File: src/rtl/fir_interpolator.sv
// Polyphase FIR interpolator: each I/Q input pair yields L filtered I/Q output pairs.
// Coefficients are supplied through the COEFFS parameter; entry j sits at bits [j*CSZ +: CSZ].
module fir_interpolator #(
  parameter int ISZ  = 16,
  parameter int OSZ  = 16,
  parameter int CSZ  = 16,
  parameter int L    = 8,
  parameter int TAPS = 32,
  parameter int AGRW = 3,
  parameter logic [TAPS*CSZ-1:0] COEFFS = '0
) (
  input  logic           clk,
  input  logic           reset,
  input  logic           in_valid,
  input  logic [ISZ-1:0] in,
  output logic           in_ready,
  output logic           out_valid,
  input  logic           out_ready,
  output logic [OSZ-1:0] out,
  output logic           out_q
);

  localparam int NT  = TAPS / L;
  localparam int PSZ = ISZ + CSZ;
  localparam int ASZ = ISZ + CSZ + AGRW;
  localparam int SW  = ASZ - CSZ + 1;
  localparam int PW  = (L > 1) ? $clog2(L) : 1;
  localparam int KW  = (NT > 1) ? $clog2(NT) : 1;
  localparam int CW  = $clog2(NT + 3);
  localparam int TW  = (TAPS > 1) ? $clog2(TAPS) : 1;

  // CALC schedule: read at cnt 0..NT-1, multiply one cycle later, accumulate one after that.
  localparam logic [CW-1:0] CntReadEnd  = CW'(NT);
  localparam logic [CW-1:0] CntAccFirst = CW'(2);
  localparam logic [CW-1:0] CntAccLast  = CW'(NT + 1);
  localparam logic [CW-1:0] CntDone     = CW'(NT + 2);
  localparam logic [PW-1:0] PLast       = PW'(L - 1);

  localparam logic signed [ASZ-1:0] Round = ASZ'(64'sd1 <<< (CSZ - 2));
  localparam logic signed [SW-1:0]  SatHi = SW'((64'sd1 <<< (OSZ - 1)) - 64'sd1);
  localparam logic signed [SW-1:0]  SatLo = SW'(-(64'sd1 <<< (OSZ - 1)));

  typedef enum logic [1:0] {StIdle, StCalc, StOut} state_e;

  state_e                 state_q, state_d;
  logic                   started_q;
  logic                   iq_q;  // 1 when the next accepted input word is a Q word
  logic signed [ISZ-1:0]  stage_i_q;
  logic signed [ISZ-1:0]  hist_i_q [NT];
  logic signed [ISZ-1:0]  hist_q_q [NT];
  logic [PW-1:0]          p_q;
  logic                   c_q;
  logic [CW-1:0]          cnt_q;
  logic signed [ISZ-1:0]  rd_x_q;
  logic signed [CSZ-1:0]  rd_c_q;
  logic signed [PSZ-1:0]  prod_q;
  logic signed [ASZ-1:0]  acc_q;
  logic [OSZ-1:0]         word_q;

  logic                   in_fire, q_fire, out_fire;
  logic                   in_calc, rd_en, acc_en, calc_done, calc_enter;
  logic [KW-1:0]          rd_k;
  logic [TW-1:0]          coef_idx;
  logic signed [CSZ-1:0]  rom [TAPS];
  logic signed [SW-1:0]   acc_shr;
  logic [OSZ-1:0]         sat_word;
  logic                   unused_acc_lsb;

  for (genvar j = 0; j < TAPS; j++) begin : g_rom
    assign rom[j] = COEFFS[j*CSZ +: CSZ];
  end

  assign in_ready  = started_q && (state_q == StIdle);
  assign out_valid = (state_q == StOut);
  assign out       = word_q;
  assign out_q     = c_q;

  assign in_fire  = in_valid & in_ready;
  assign q_fire   = in_fire & iq_q;
  assign out_fire = out_valid & out_ready;

  assign in_calc   = (state_q == StCalc);
  assign rd_en     = in_calc && (cnt_q < CntReadEnd);
  assign acc_en    = in_calc && (cnt_q >= CntAccFirst) && (cnt_q <= CntAccLast);
  assign calc_done = in_calc && (cnt_q == CntDone);

  assign rd_k     = cnt_q[KW-1:0];
  assign coef_idx = TW'(p_q) + TW'(L) * TW'(rd_k);

  assign acc_shr        = acc_q[ASZ-1:CSZ-1];
  assign unused_acc_lsb = ^acc_q[CSZ-2:0];

  always_comb begin
    sat_word = acc_shr[OSZ-1:0];
    if (acc_shr > SatHi) begin
      sat_word = {1'b0, {(OSZ-1){1'b1}}};
    end else if (acc_shr < SatLo) begin
      sat_word = {1'b1, {(OSZ-1){1'b0}}};
    end
  end

  always_comb begin
    state_d    = state_q;
    calc_enter = 1'b0;
    unique case (state_q)
      StIdle: begin
        if (q_fire) begin
          state_d    = StCalc;
          calc_enter = 1'b1;
        end
      end
      StCalc: begin
        if (calc_done) state_d = StOut;
      end
      StOut: begin
        if (out_fire) begin
          if (!c_q || (p_q != PLast)) begin
            state_d    = StCalc;
            calc_enter = 1'b1;
          end else begin
            state_d = StIdle;
          end
        end
      end
      default: state_d = StIdle;
    endcase
  end

  always_ff @(posedge clk or negedge reset) begin
    if (!reset) begin
      state_q <= StIdle;
    end else begin
      state_q <= state_d;
    end
  end

  always_ff @(posedge clk or negedge reset) begin
    if (!reset) begin
      started_q <= 1'b0;
      iq_q      <= 1'b0;
      stage_i_q <= '0;
      for (int k = 0; k < NT; k++) begin
        hist_i_q[k] <= '0;
        hist_q_q[k] <= '0;
      end
      p_q    <= '0;
      c_q    <= 1'b0;
      cnt_q  <= '0;
      rd_x_q <= '0;
      rd_c_q <= '0;
      prod_q <= '0;
      acc_q  <= '0;
      word_q <= '0;
    end else begin
      started_q <= 1'b1;

      if (in_fire) begin
        iq_q <= ~iq_q;
        if (!iq_q) begin
          stage_i_q <= $signed(in);
        end else begin
          for (int k = NT - 1; k > 0; k--) begin
            hist_i_q[k] <= hist_i_q[k-1];
            hist_q_q[k] <= hist_q_q[k-1];
          end
          hist_i_q[0] <= stage_i_q;
          hist_q_q[0] <= $signed(in);
        end
      end

      if (q_fire) begin
        p_q <= '0;
        c_q <= 1'b0;
      end else if (out_fire) begin
        if (!c_q) begin
          c_q <= 1'b1;
        end else if (p_q != PLast) begin
          p_q <= p_q + 1'b1;
          c_q <= 1'b0;
        end
      end

      if (calc_enter) begin
        cnt_q <= '0;
        acc_q <= Round;
      end else begin
        if (in_calc) cnt_q <= cnt_q + 1'b1;
        if (acc_en)  acc_q <= acc_q + $signed({{AGRW{prod_q[PSZ-1]}}, prod_q});
      end

      if (rd_en) begin
        rd_x_q <= c_q ? hist_q_q[rd_k] : hist_i_q[rd_k];
        rd_c_q <= rom[coef_idx];
      end

      if (in_calc)   prod_q <= rd_x_q * rd_c_q;
      if (calc_done) word_q <= sat_word;
    end
  end

endmodule

File: config.mk
export PLATFORM = sky130hd
export DESIGN_NAME = fir_interpolator
export DESIGN_NICKNAME = d
export VERILOG_FILES = /design/src/rtl/fir_interpolator.sv
export SDC_FILE = /design/constraint.sdc
export NUM_CORES = 1
export LEC_CHECK = 0
export CORE_AREA = 3 3 47 49
export DETAILED_ROUTE_END_ITERATION = 12
export DIE_AREA = 0 0 50 52
export GPL_TIMING_DRIVEN = 0
export PLACE_DENSITY_LB_ADDON = 0.2
export SLEW_MARGIN = 10
export SYNTH_ARGS = -nofsm -noshare
export SYNTH_HDL_FRONTEND = slang
export SYNTH_SLANG_ARGS = --single-unit
File: constraint.sdc
create_clock -name clk -period 1.85 [get_ports clk]
set_input_delay 0.37 -clock clk [delete_from_list [all_inputs] [get_ports clk]]
set_output_delay 0.37 -clock clk [all_outputs]
set_load 0.005 [all_outputs]
# Word level (Yosys, flattened, before mapping)
# Memories as Yosys holds them, arrays and structs flattened. A register that Yosys moved wholly into a read port is not among the register bits.
# Cells that the tools add are included.
[totals] mem_bits_ro=512 register_bits=254 elab_cells=92 output_inout_bits=19 memories=1
[memory_table] name="(name not given)" depth=32 word_bits=16 read_ports=1 rd_clocked_by_memory_dff=1 write_ports=0 line_no="193" rtl="rd_c_q <= rom[coef_idx];"
[op_classes] bitwise_logic=6 mux=30 multipliers=1 eq_ne=7 n_lt_le_gt_ge=6 n_reduce_logical=18 add_sub_neg=4
[ops] op="$mux W16" count=7
[ops] op="$mux W35" count=2
[ops] op="$bmux W16 S2" count=2
[ops] op="$add A35 B32 Y35" count=1
[ops] op="$mul A16 B16 Y32" count=1
[ops] op="$gt A20 B16 Y1 const B" count=1
[ops] op="$lt A20 B16 Y1 const B" count=1
[ops] op="$mux W3" count=6
[ops] op="$reduce_bool A2 Y1" count=5
[ops] op="$mux W1" count=8
[ops] op="$add A3 B1 Y3 const B" count=2
[ops] op="$mux W2" count=3
[ops] op="$not A5 Y6" count=1
[ops] op="$pmux W2 S3" count=1
[ops] op="$reduce_and A3 Y1" count=2
[ops] op="$add A3 B5 Y5" count=1
[ops] op="$logic_and A1 B1 Y1" count=5
[ops] op="$ne A2 B1 Y1 const B" count=2
[ops] op="$reduce_and A2 Y1" count=2
[ops] op="$and A1 B1 Y1" count=3
[ops] op="$eq A3 B3 Y1 const B" count=1
[ops] op="$ge A3 B2 Y1 const B" count=1
[ops] op="$ge A3 B3 Y1 const B" count=1
[ops] op="$le A3 B3 Y1 const B" count=1
[ops] op="other kinds (11)" count=12

# Logic depth before layout (Yosys ltp)
[logic_depth] depth_word=7 depth_mapped=5

# Worst setup path after synthesis
# OpenSTA, ideal clock, no wires.
[synth_timing] path_type="register to register" start="register p_q[0]" end="register p_q[0]" setup_slack_ns=0.444 path_stages_with_launch=6 t_arrival_ns=1.328 n_path_buf=0 t_required_ns=1.773 cell_sequence="dfrtp_1 -> ha_1 -> ha_1 -> nand2b_1 -> or3_1 -> a21oi_1"
[synth_via] elab_chain_cells=5 elab_cells_between_ends=8 classes_between="add/sub (1); eq/ne (1); mux (4); reduce/logical (2)"
[synth_lines] element="start: declaration" line_no="51" rtl="logic [PW-1:0] p_q;"
[synth_lines] element="start signal: assignment" line_no="178" rtl="p_q <= p_q + 1'b1;"
[synth_lines] element="$add A3 B1 Y3" line_no="178"
[synth_lines] element="$mux W3" line_no="177" rtl="end else if (p_q != PLast) begin"
[synth_lines] element="$mux W3" line_no="175" rtl="if (!c_q) begin"
[synth_lines] element="$mux W3" line_no="174" rtl="end else if (out_fire) begin"
[synth_lines] element="$mux W3" line_no="171" rtl="if (q_fire) begin"
# Parallel ways exist; a longest one is shown, timed or not. The select of a mux whose other input is x is not followed.
# A chain may end at the register's enable or synchronous reset.

# Worst setup path after layout
[layout_timing] start="register state_q[0]" end="output out_valid"
[layout_via] elab_chain_cells=1
[layout_lines] element="start: declaration" line_no="45" rtl="state_e state_q, state_d;"
[layout_lines] element="start signal: assignment" line_no="131" rtl="state_q <= StIdle;"
[layout_lines] element="start signal: assignment" line_no="133" rtl="state_q <= state_d;"
[layout_lines] element="$eq A2 B2 Y1" line_no="74" rtl="assign out_valid = (state_q == StOut);"
[layout_lines] element="end: declaration" line_no="17" rtl="output logic out_valid,"
# No other way between the ends.

==> run_results.csv <==
group,metric,value,unit
run_status,outcome,"finished clean",
global_route,antenna_found_initial,0,
cts,cts_sinks,11,
synthesis,synth.ff_latch_count,11,
synthesis,yosysSeqAreaShare,0.408,
cts,cts_made_buffers,3,
setup_path,critPathLaunchType,"flop",
synthesis,synthCells,70,
synthesis,synth.most_common_cell,"buf_4",
place,gp_congestion,0.708,
synthesis,synth_edf_count,0,
cts,cts_tree,"yes",
final_layout,finalNetCount,121,
timing,setup_viol,0,
synthesis,synthArstFlopShare,1.00,
synthesis,netlist.area_leader.share,0.408,
setup_path,startpoint,"state_q[0]",
cts,root_buffer,"clkbuf_4",
setup_path,critPathRequiredTime,1.48,ns
global_route,grt_pass1_wl,1850,µm
run,cap_violations,0,
timing,rsz0062_at_grt,"false",
floorplanning,die_x,50,µm
power,power_leakage,0.450,nW
global_route,track_usage,0.0954,
timing,hold_violations,0,
final_layout,multi_input_area,328,µm²
floorplanning,die_h,52,µm
global_route,grt_max_degree,12,
detailed_routing,dr.pass1.iters,4,
synthesis,synthTopCellsByArea,"dfrtp_1, buf_4, ha_1",
final_layout,seqCellArea,275,µm²
cts,hold_buffers,0,
floorplanning,initial_utilization,0.355,
setup_path,critical_path.max_fanout,6,
synthesis,yosysTopAreaCell,"dfrtp_1",
cts,clockBufferDepth,2,
final_layout,antennaDiodeCount,0,
setup_path,worstSetupPathType,"reg2out",
global_route,grt_pass1_vias,448,
floorplanning,coreArea,1900,µm²
detailed_routing,ant_nets,0,
final_layout,drive_above_1_share,0.219,
synthesis,synthTopCellsByCount,"buf_4, dfrtp_1, nand2_1",
floorplanning,rows,16,
detailed_routing,wl_per_cell,9.12,µm
detailed_routing,drc,0,
cts,worst_skew_pair.late_latency,0.27,ns
final_layout,areaGrowthSynthToFinish,27.1,%
detailed_routing,drt_wl_total,1120,µm
synthesis,yosysWarnings,0,
synthesis,syn_avg_cell_area,9.63,µm²
timing,slew_violations,0,
place,io_buffers,6,
worst_hold_path,hold_path_class,"in2async",
detailed_routing,via_per_inst,3.85,
cts,clk_pin_slew,0.07,ns
floorplanning,ios,39,
timing,fmax,0.565,GHz
place,place_area,825,µm²
synthesis,synth_flop_cell,"dfrtp_1",
timing,whs,0.425,ns
timing,tns,0,ns
synthesis,ys_types,26,
timing,finClkSkew,0.00135,ns
final_layout,fillCellCount,198,
timing,fin_crit,1.77,ns
power,ir_drop,0.626,mV
detailed_routing,dr_total_vias,473,
synthesis,synth_area,674,µm²
floorplanning,die_area,2600,µm²
timing,fin_crit_sh,0.956,
global_route,globalRoute.totalOverflow,0,
detailed_routing,drt_iter0_markers,6,
setup_path,crit-reg2reg-launch,"p_q[0]",
final_layout,final_design_area_no_fill,857,µm²
setup_path,crit_arrival,1.40,ns
power,power.density,1050,nW/µm²
setup_path,endpoint_kind,"output port",
place,dp_hpwl,902,µm
final_layout,final_util,0.451,
cts,cts_htree_levels,1,
==> flip-flops by register name, indices dropped and copies added, names as in the netlist <==
name,cells
out_q,1
state_q,2
iq_q,1
p_q,3
started_q,1
cnt_q,3
==> layout by cell type (no fill, tap or decap) <==
cell             count
clkbuf_1             1
conb_1              17
ha_1                 4
a21oi_1              4
o22ai_1              1
o2bb2ai_1            1
or2b_1               1
xnor2_1              1
nor3b_2              1
nor2b_1              2
nand3_1              2
nand2_1              5
a211oi_1             1
nor2_1               2
and3b_1              1
xor2_1               1
or2_1                1
dfrtp_1             11
o21ai_0              3
o21ai_1              1
nand3b_1             2
clkdlybuf4s50_1      5
buf_4               17
dlygate4sd2_1        1
nand2b_1             2
or3_1                1
inv_1                2
clkbuf_4             3
a32o_1               1
and3_1               1
==> layer usage <==
layer | track usage | up-vias | routed length (µm)
li1 | - | 253 | -
met1 | 0.104 | 207 | 470
met2 | 0.159 | 13 | 565
met3 | 0.0602 | 0 | 87
met4 | 0.0138 | 0 | 0
met5 | 0 | - | 0
==> power breakdown <==
| group | switching, W | internal, W |
|---|---|---|
| logic | 0.000158 | 0.000178 |
| registers | 0.0000714 | 0.000321 |
| clock network | 0.0000836 | 0.0000835 |
==> cells by family (layout without fill, tap and decap cells) <==
logic type	count (synthesis)	after routing	share of synthesized area
AND/OR/NAND/NOR	21	21	0.184
buffers and inverters	18	29	0.189
AO/OA/AOI/OAI	12	12	0.108
flip-flops	11	11	0.408
adder cells (fa/ha/maj)	4	4	0.0742
other	2	17	0.0111
XOR/XNOR	2	2	0.0260
==> cell type report <==
cell class,count,share of cell area
plain buffers,16,0.140
clock buffers,4,0.0307
inverters,2,0.00876
multi-input cells,56,0.382
flip-flops and latches,11,0.321
well taps,27,0.0394
repair buffers,7,0.0774
==> worst max-delay path, cell delays in order (launching register included) <==
cell,delay [ns]
dfrtp_1,0.43
nor2b_1,0.18
clkdlybuf4s50_1,0.52
==> repair_timing <==
item                       4_1_cts  5_1_grt
pin swaps                        1        0
buffers inserted                 0        1
gates resized for setup          1        0
setup endpoints to repair        1        1
gates cloned                     0        0
==> path summary, 6_finish.rpt <==
kind / to / slack, ns / cells past startpoint
worst max-delay path: out_valid / 0.08 / 2
worst min register to register: iq_q / 0.49 / 1
worst max register to register: p_q[0] / 0.33 / 5
min in group clk: iq_q / 0.49 / 1
max in group asynchronous: state_q[0] / 1.10 / 1
worst min-delay path: p_q[2] / 0.43 / 1
==> per-stage QoR <==
step / instances / setup slack, ns / power [W]
floorplan: 85 / 0.444 / 0.000624
global placement: 118 / 0.183 / 0.000719
detailed placement: 118 / 0.181 / 0.000737
CTS: 122 / 0.0401 / 0.000898
global route: 123 / 0.0156 / 0.000976
finish: 123 / 0.0815 / 0.000896
No activity file was read; power rests on OpenSTA's default activity.
